`src/rtl/vector_stream_scheduler.sv`:
```
// vector_stream_scheduler: round-robin vector arbiter that serialises granted vectors into cell beats.
// streamOut layout, MSB to LSB: {isResult, wIndex, isLast, isFirst, isValid, data}.
module vector_stream_scheduler #(
  parameter int bitwidth = 8,
  parameter int inputVectorSize = 3,
  parameter int NUM_REQ = 2,
  parameter int GAP = 1,
  localparam int IW = inputVectorSize > 1 ? $clog2(inputVectorSize) : 1,
  localparam int LW = NUM_REQ > 1 ? $clog2(NUM_REQ) : 1,
  localparam int VW = inputVectorSize * bitwidth
) (
  input  logic                        clock,
  input  logic                        reset,
  input  logic                        enable,
  input  logic [NUM_REQ-1:0]          req_valid,
  input  logic [NUM_REQ*VW-1:0]       req_data,
  output logic [NUM_REQ-1:0]          req_ready,
  output logic [bitwidth+IW+3:0]      streamOut,
  output logic                        busy,
  output logic [15:0]                 vec_count
);
  typedef enum logic [1:0] {S_IDLE, S_STREAM, S_GAP} state_t;
  state_t state, next;
  logic [LW-1:0] last_grant, win;
  logic [IW-1:0] k, nk;
  logic [3:0] gcnt;
  logic [VW-1:0] vec, slice;
  logic [bitwidth-1:0] elem;
  logic grant, found, last_beat, gap_done, nvalid;
  always_comb begin
    win = last_grant;
    found = 1'b0;
    for (int i = 1; i <= NUM_REQ; i++) begin
      if (!found && req_valid[(int'(last_grant) + i) % NUM_REQ]) begin
        found = 1'b1;
        win = LW'((int'(last_grant) + i) % NUM_REQ);
      end
    end
    grant = state == S_IDLE && enable && found;
    last_beat = k == IW'(inputVectorSize - 1);
    gap_done = gcnt == 4'(GAP - 1);
    next = state == S_IDLE   ? (grant ? S_STREAM : S_IDLE) :
           state == S_STREAM ? (last_beat ? (GAP > 0 ? S_GAP : S_IDLE) : S_STREAM) :
                               (gap_done ? S_IDLE : S_GAP);
    slice = req_data[int'(win) * VW +: VW];
    nvalid = grant || (state == S_STREAM && !last_beat);
    nk = grant ? '0 : k + 1'b1;
    // Element 0 goes straight out on the grant edge; the rest come from the shifted copy.
    elem = grant ? slice[bitwidth-1:0] : vec[bitwidth-1:0];
  end
  assign req_ready = (grant && !reset) ? NUM_REQ'(1) << win : '0;
  assign busy = state != S_IDLE;
  always_ff @(posedge clock or posedge reset) begin
    if (reset) state <= S_IDLE;
    else state <= next;
  end
  always_ff @(posedge clock or posedge reset) begin
    if (reset) begin
      streamOut <= '0;
      k <= '0;
      gcnt <= '0;
      vec <= '0;
      last_grant <= LW'(NUM_REQ - 1);
      vec_count <= '0;
    end else begin
      streamOut <= nvalid ? {1'b0, nk, nk == IW'(inputVectorSize - 1), nk == '0, 1'b1, elem} : '0;
      if (nvalid) k <= nk;
      gcnt <= state == S_GAP ? gcnt + 1'b1 : '0;
      if (grant) begin
        vec <= slice >> bitwidth;
        last_grant <= win;
      end else if (state == S_STREAM) vec <= vec >> bitwidth;
      if (state == S_STREAM && last_beat) vec_count <= vec_count + 1'b1;
    end
  end
endmodule

```
`config.mk`:
```
export PLATFORM = sky130hd
export DESIGN_NAME = vector_stream_scheduler
export DESIGN_NICKNAME = d
export VERILOG_FILES = /design/src/rtl/vector_stream_scheduler.sv
export SDC_FILE = /design/constraint.sdc
export NUM_CORES = 1
export LEC_CHECK = 0
export ABC_AREA = 1
export CELL_PAD_IN_SITES_DETAIL_PLACEMENT = 0
export CELL_PAD_IN_SITES_GLOBAL_PLACEMENT = 2
export CORE_AREA = 2 2 103 105
export DETAILED_ROUTE_END_ITERATION = 8
export DIE_AREA = 0 0 105 107
export PLACE_DENSITY_LB_ADDON = 0.1
export SYNTH_ARGS = -nofsm -noshare
export SYNTH_HDL_FRONTEND = slang
export SYNTH_SLANG_ARGS = --single-unit
```
`constraint.sdc`:
```
create_clock -name clock -period 4.45 [get_ports clock]
set_input_delay 0.6675 -clock clock [delete_from_list [all_inputs] [get_ports clock]]
set_output_delay 0.6675 -clock clock [all_outputs]
set_load 0.1 [all_outputs]
```
==> flow_metrics.py, run 1 <==
metrics = {
    "pwr": {
        "powerDensity_nw_per_um2": 635,
        "total_power_mw": 2.43,
        "netSwitchingPower_mw": 1.25,
        "p_clk_share_pct": 13.6,
        "netSwitchingFraction_pct": 51.5,
        "intPower_mw": 1.18,
        "pwr-share-comb_pct": 55.4,
        "peakVddDrop_mv": 0.320,
        "p_leak_nw": 1.82,
        "pwr-share-seq_pct": 30.9,
    },
    "status": {
        "outcome": "complete, no violations",
    },
    "finish": {
        "fin_nets": 489,
        "area_growth_pct": 38.9,
        "diodes": 0,
        "drive_gt1_share_pct": 6.47,
        "design_area_sq_um": 3830,
    },
    "clock_network": {
        "hold_buffers": 0,
        "cts_tree": "built",
        "cts_buffers": 5,
        "clk_latency_ps": 310,
        "cts_resized": 0,
        "cts_root_buf": "clkbuf_8",
        "clkSinkCount": 54,
        "post_cts_buffers": 0,
        "cts_max_level": 2,
        "cts.reportedPaths.clkPinSlew_ps": 100,
        "clk_path_buf_depth": 2,
    },
    "timing": {
        "fmaxAchievable_mhz": 319,
        "min_period_over_period_pct": 70.5,
        "hold_viol_final": 0,
        "worstMarginPinSlew_ps": 984,
        "finalSetupViolations": 0,
        "min_period_ps": 3140,
        "rsz0062_at_grt": "false",
        "finClkSkew_ps": 9.66,
        "setup_tns_ps": 0,
        "slew-limit-headroom_pct": 34.2,
        "slew_violations": 0,
    },
    "placement": {
        "dp_hpwl_um": 5520,
        "dpl_cell_area_sq_um": 3720,
        "port-buffer-count": 84,
        "routabilityCongestion": 0.775,
    },
    "floorplan": {
        "die_w_um": 105,
        "start_util_pct": 27.3,
        "die_h_um": 107,
        "die_area_sq_um": 11200,
        "num_io_pins": 86,
        "core_sq_um": 10100,
        "floorplan.rows": 37,
    },
    "worst_setup_path": {
        "end_kind": "output port",
        "arrival_ps": 2470,
        "path_delay_family": "simple AND/OR/NAND/NOR gates",
        "critical_path.slowest_cell": "clkdlybuf4s50_1",
        "worstPathRequired_ps": 3780,
        "path_cells": "clkdlybuf4s50_1 -> nand2_1 -> nand2_1 -> nand2_2 -> nor2_1 -> buf_4",
        "start_kind": "input port",
        "critPathKind": "in -> out",
        "crit_fanout": 16,
        "crit_top_cell": "nand2_1",
        "cp_slowest_stage_delay_ps": 530,
        "crit_buf_inv": 2,
    },
    "logic_synthesis": {
        "ys_seq_elements": 54,
        "syn_avg_cell_area_sq_um": 7.93,
        "async_reset_ff_share_pct": 100,
        "ys.flop_type": "dfrtp_1",
        "synth_top_area_share_pct": 48.1,
        "synth-edff-count": 0,
        "syn-instance-count": 348,
        "synth_fp_nets": 405,
        "yosysWarnings": 0,
        "ys_seq_area_share_pct": 49.0,
        "syn_area_sq_um": 2760,
        "yosysMostFrequentCell": "nand2_1",
        "synth_cell_types": 28,
        "yosysTopAreaCell": "dfrtp_1",
        "synthTopCellsByArea": "dfrtp_1, nand2_1, inv_1, nor2_1, nand3_1",
        "yosys-top-cells-count": "nand2_1, inv_1, dfrtp_1",
    },
    "routing": {
        "routed_via_density": 4.19,
        "drtAntennaViolNets": 0,
        "vias": 2385,
        "routed_wirelength_um": 7030,
        "first_pass_iters": 4,
        "wl_per_cell_um": 12.4,
        "drt-initial-drc-count": 114,
        "drcViolationCount": 0,
    },
    "global_route": {
        "grt_pass1_vias": 2303,
        "grt_overflow": 0,
        "grt_max_degree": 35,
        "grt_pass1_wl_um": 11800,
        "antenna_found_initial": 0,
        "grt_use_total_pct": 13.1,
    },
    "worst_hold_path": {
        "min_path_type": "reg -> reg",
    },
    "run": {
        "cap_violations": 0,
    },
}
cell usage in the layout, fill, tap and decap left out:
cell type	netlist	routed
a21oi_1	7	7
buf_4	3	4
bufinv_16	0	1
clkbuf_1	0	1
clkbuf_8	0	5
clkdlybuf4s50_1	0	82
clkinvlp_4	0	1
conb_1	1	1
dfrtp_1	53	53
dfstp_2	1	1
ha_1	4	4
inv_1	55	54
inv_2	4	5
mux2_2	1	1
nand2_1	62	62
nand2_2	3	3
nand3_1	32	32
nand3_4	1	1
nand3b_1	1	1
nand4_1	4	4
nor2_1	49	49
nor2_2	2	2
nor2_4	4	4
nor3b_1	1	1
o21ai_0	14	14
o21ai_1	27	27
o22ai_1	1	1
xnor2_1	5	5
xor2_1	7	7
power groups by stage:
| stage | logic [mW] | clock network (mW) | registers, mW |
|---|---|---|---|
| 2_1_floorplan | 0.555 | 0 | 1.24 |
| 3_3_place_gp | 1.36 | 0 | 0.765 |
| 3_5_place_dp | 1.36 | 0 | 0.766 |
| 4_1_cts | 1.37 | 0.347 | 0.755 |
| 5_1_grt | 1.46 | 0.363 | 0.776 |
| 6_report | 1.35 | 0.332 | 0.753 |
flip-flops by register name, indices dropped and copies added (netlist names):
signal / flops
last_grant: 1
vec_count: 16
gcnt: 4
vec: 16
k: 2
streamOut: 13
state: 2
cell type report:
| type | instances | area [sq um] |
|---|---|---|
| clock buffer | 6 | 72.6 |
| clock inverter | 2 | 37.5 |
| fill | 1106 | 6260 |
| inverter | 59 | 221 |
| multi-input combinational | 226 | 1130 |
| sequential | 54 | 1350 |
| tap | 136 | 170 |
| timing repair buffer | 86 | 851 |
worst reg2reg max path: stages, from the launching register on:
cell and delay [ps]:
dfrtp_1 450, nor2_2 180, nand3_1 430, buf_4 380, nand2_1 90, inv_1 40
nand2_1 100, nand2_1 60
final timing paths:
path / from / to / slack, ps / cells past startpoint
min in group asynchronous: reset / streamOut[6] / 850 / 2
max in group asynchronous: reset / last_grant / 2770 / 3
setup / recovery: req_valid[1] / req_ready[1] / 1310 / 6
hold / removal: gcnt[0] / gcnt[0] / 510 / 1
hold reg to reg: gcnt[0] / gcnt[0] / 510 / 1
setup reg to reg: state[0] / k[1] / 2620 / 7
metrics by stage:
stage	setup slack [ps]	hold slack (ps)	std cells	utilization (%)
2_1_floorplan	1460	453	348	-
3_3_place_gp	1300	481	561	36.9
3_5_place_dp	1300	488	561	36.9
4_1_cts	1290	506	569	38.0
5_1_grt	1110	534	569	38.0
6_report	1310	506	569	38.0
layer usage:
layer / track usage (%) / share of wire, % / up-vias
met4: 3.24 / 1.0 / 0
met3: 2.61 / 4.2 / 5
met1: 16.8 / 46 / 1082
li1: - / - / 1244
met2: 22.6 / 49 / 54
met5: 0 / 0 / -
cell families after synthesis:
family	count (synthesis)	synth area share, %
buffers and inverters	68	10.1
DFF	54	49.0
muxes	1	0.408
AOI/OAI and AO/OA	49	8.93
adders and majority gates	4	1.81
xor gates and xnor gates	12	3.81
and+or+nand+nor	159	25.8
other	1	0.136
Note: power is estimated with default switching activity, not from simulation.
==> run 2, diff against run 1 <==
--- a/config.mk
+++ b/config.mk
@@ -8,9 +8,9 @@
 export ABC_AREA = 1
 export CELL_PAD_IN_SITES_DETAIL_PLACEMENT = 0
 export CELL_PAD_IN_SITES_GLOBAL_PLACEMENT = 2
-export CORE_AREA = 2 2 103 105
+export CORE_AREA = 2 2 107 109
 export DETAILED_ROUTE_END_ITERATION = 8
-export DIE_AREA = 0 0 105 107
+export DIE_AREA = 0 0 109 111
 export PLACE_DENSITY_LB_ADDON = 0.1
 export SYNTH_ARGS = -nofsm -noshare
 export SYNTH_HDL_FRONTEND = slang
==> constraint.sdc (replaced) <==
create_clock -name clock -period 3.2 [get_ports clock]
set_input_delay 0.48 -clock clock [delete_from_list [all_inputs] [get_ports clock]]
set_output_delay 0.48 -clock clock [all_outputs]
set_load 0.1 [all_outputs]
==> run 2 against run 1 <==
- routed wire length is 4.8% higher
- clock power grew 86%
- global-route usage shrank 0.097 points
- sequential power rose by 41%
- worst setup slack worse by 760 ps
- clock skew fell by 2.5 ps
- design area is 1.7% higher
- hold slack got worse by 12 ps
- sequential share of layout area decreased by 0.59 points
- critical endpoint unchanged
==> flow_metrics.py, run 2 (same netlist as run 1, synthesis figures left out) <==
metrics = {
    "pwr": {
        "pwr-share-seq_pct": 29.7,
        "p_clk_share_pct": 17.4,
        "intPower_mw": 1.78,
        "netSwitchingFraction_pct": 50.0,
        "powerDensity_nw_per_um2": 914,
        "pwr-share-comb_pct": 52.9,
        "p_leak_nw": 1.91,
        "netSwitchingPower_mw": 1.78,
        "peakVddDrop_mv": 0.549,
    },
    "placement": {
        "dp_hpwl_um": 5840,
        "port-buffer-count": 84,
        "dpl_cell_area_sq_um": 3730,
        "routabilityCongestion": 0.747,
    },
    "finish": {
        "area_growth_pct": 41.3,
        "diodes": 0,
        "design_area_sq_um": 3900,
        "fin_nets": 493,
        "top_regs": "vec: 16 flops, vec_count: 16 flops, streamOut: 13 flops",
        "drive_gt1_share_pct": 12.4,
        "final_common_cell": "nand2_1",
        "fillCellCount": 1167,
        "layout_common_cells": "nand2_1, clkdlybuf4s50_1, inv_1, dfrtp_1, nor2_1",
    },
    "floorplan": {
        "num_io_pins": 86,
        "die_h_um": 111,
        "core_sq_um": 11100,
        "floorplan.rows": 39,
        "start_util_pct": 24.9,
        "die_area_sq_um": 12100,
        "die_w_um": 109,
    },
    "global_route": {
        "grt_max_degree": 28,
        "grt_pass1_wl_um": 12300,
        "grt_overflow": 0,
        "grt_pass1_vias": 2427,
        "grt_use_total_pct": 13.0,
        "antenna_found_initial": 0,
    },
    "worst_setup_path": {
        "end_kind": "output port",
        "worstPathRequired_ps": 2720,
        "start_kind": "input port",
        "ff2ff_path_depth": 6,
        "critPathKind": "in -> out",
        "arrival_ps": 2160,
        "crit_fanout": 19,
    },
    "routing": {
        "vias": 2370,
        "top_layer": "met4",
        "routed_wirelength_um": 7370,
        "drcViolationCount": 0,
        "drtAntennaViolNets": 0,
        "wl_met1_um": 3260,
        "wl_per_cell_um": 12.7,
        "routed_via_density": 4.09,
        "drt-initial-drc-count": 136,
        "first_pass_iters": 6,
        "wl_met3_um": 257,
        "dr_wl_met2_um": 3800,
    },
    "worst_hold_path": {
        "hold_depth": 1,
        "min_path_type": "reg -> reg",
    },
    "timing": {
        "finClkSkew_ps": 7.16,
        "rsz0062_at_grt": "false",
        "fmaxAchievable_mhz": 378,
        "slew_violations": 0,
        "slew-limit-headroom_pct": 34.9,
        "worstMarginPinSlew_ps": 974,
        "finalSetupViolations": 0,
        "min_period_over_period_pct": 82.6,
        "setup_tns_ps": 0,
        "min_period_ps": 2640,
        "hold_viol_final": 0,
    },
    "clock_network": {
        "cts_resized": 0,
        "clkSinkCount": 54,
        "cts_max_level": 2,
        "clk_path_buf_depth": 2,
        "post_cts_buffers": 0,
        "cts.reportedPaths.clkPinSlew_ps": 70,
        "clk_latency_ps": 290,
        "cts_tree": "built",
        "cts_root_buf": "clkbuf_16",
        "hold_buffers": 0,
        "cts_buffers": 5,
    },
    "status": {
        "outcome": "complete, no violations",
    },
    "run": {
        "cap_violations": 0,
    },
}
[run 2: cell count changes in the layout (fill, tap and decap cells not counted), sizes merged]
cell / before / now
buf: 4 / 30
clkdlybuf4s50: 82 / 60
[run 2: layout make-up]
type                       instances  area [sq um]  share of cell area (%)
clock buffer                       6           129                    3.31
clock inverter                     2          37.5                   0.963
inverter                          59           221                    5.68
multi-input combinational        226          1130                    28.9
sequential                        54          1350                    34.7
tap                              143           179                    4.59
timing repair buffer              90           851                    21.8
[run 2: power by group through the flow]
stage / combinational, mW / clock (mW) / sequential [mW]
3_5_place_dp: 1.91 / 0 / 1.07
4_1_cts: 1.92 / 0.639 / 1.06
6_report: 1.89 / 0.619 / 1.06
2_1_floorplan: 0.771 / 0 / 1.72
5_1_grt: 2.07 / 0.668 / 1.09
3_3_place_gp: 1.91 / 0 / 1.07
[run 2: worst max-delay path, cell delays in order]
cell and delay, ps:
clkdlybuf4s50_1 530, nor2_2 80, nor2_4 370, nand2_2 230
nor2_1 250, buf_12 210
[run 2: layer usage]
layer	vias up	track usage, %
met2	45	22.6
met4	0	2.82
met1	1067	16.6
li1	1256	-
met3	2	2.29
met5	-	0
[run 2: metrics by stage]
stage               setup slack [ps]  std cells  util (%)  power [mW]  hold slack (ps)
floorplan                        481        348         -        2.49              453
global placement                 531        572      33.7        2.98              482
detailed placement               524        572      33.7        2.99              485
CTS                              522        580      35.2        3.62              495
global route                     400        580      35.2        3.83              518
finish                           556        580      35.2        3.56              494
[run 2: path summary, 6_finish.rpt]
kind / start / to / slack (ps)
min in group asynchronous: reset / state[0] / 520
worst max-delay path: req_valid[1] / req_ready[1] / 560
worst min register to register: gcnt[0] / gcnt[0] / 490
worst max register to register: state[0] / streamOut[6] / 1530
worst min-delay path: gcnt[0] / gcnt[0] / 490
max in group asynchronous: reset / vec[3] / 2050
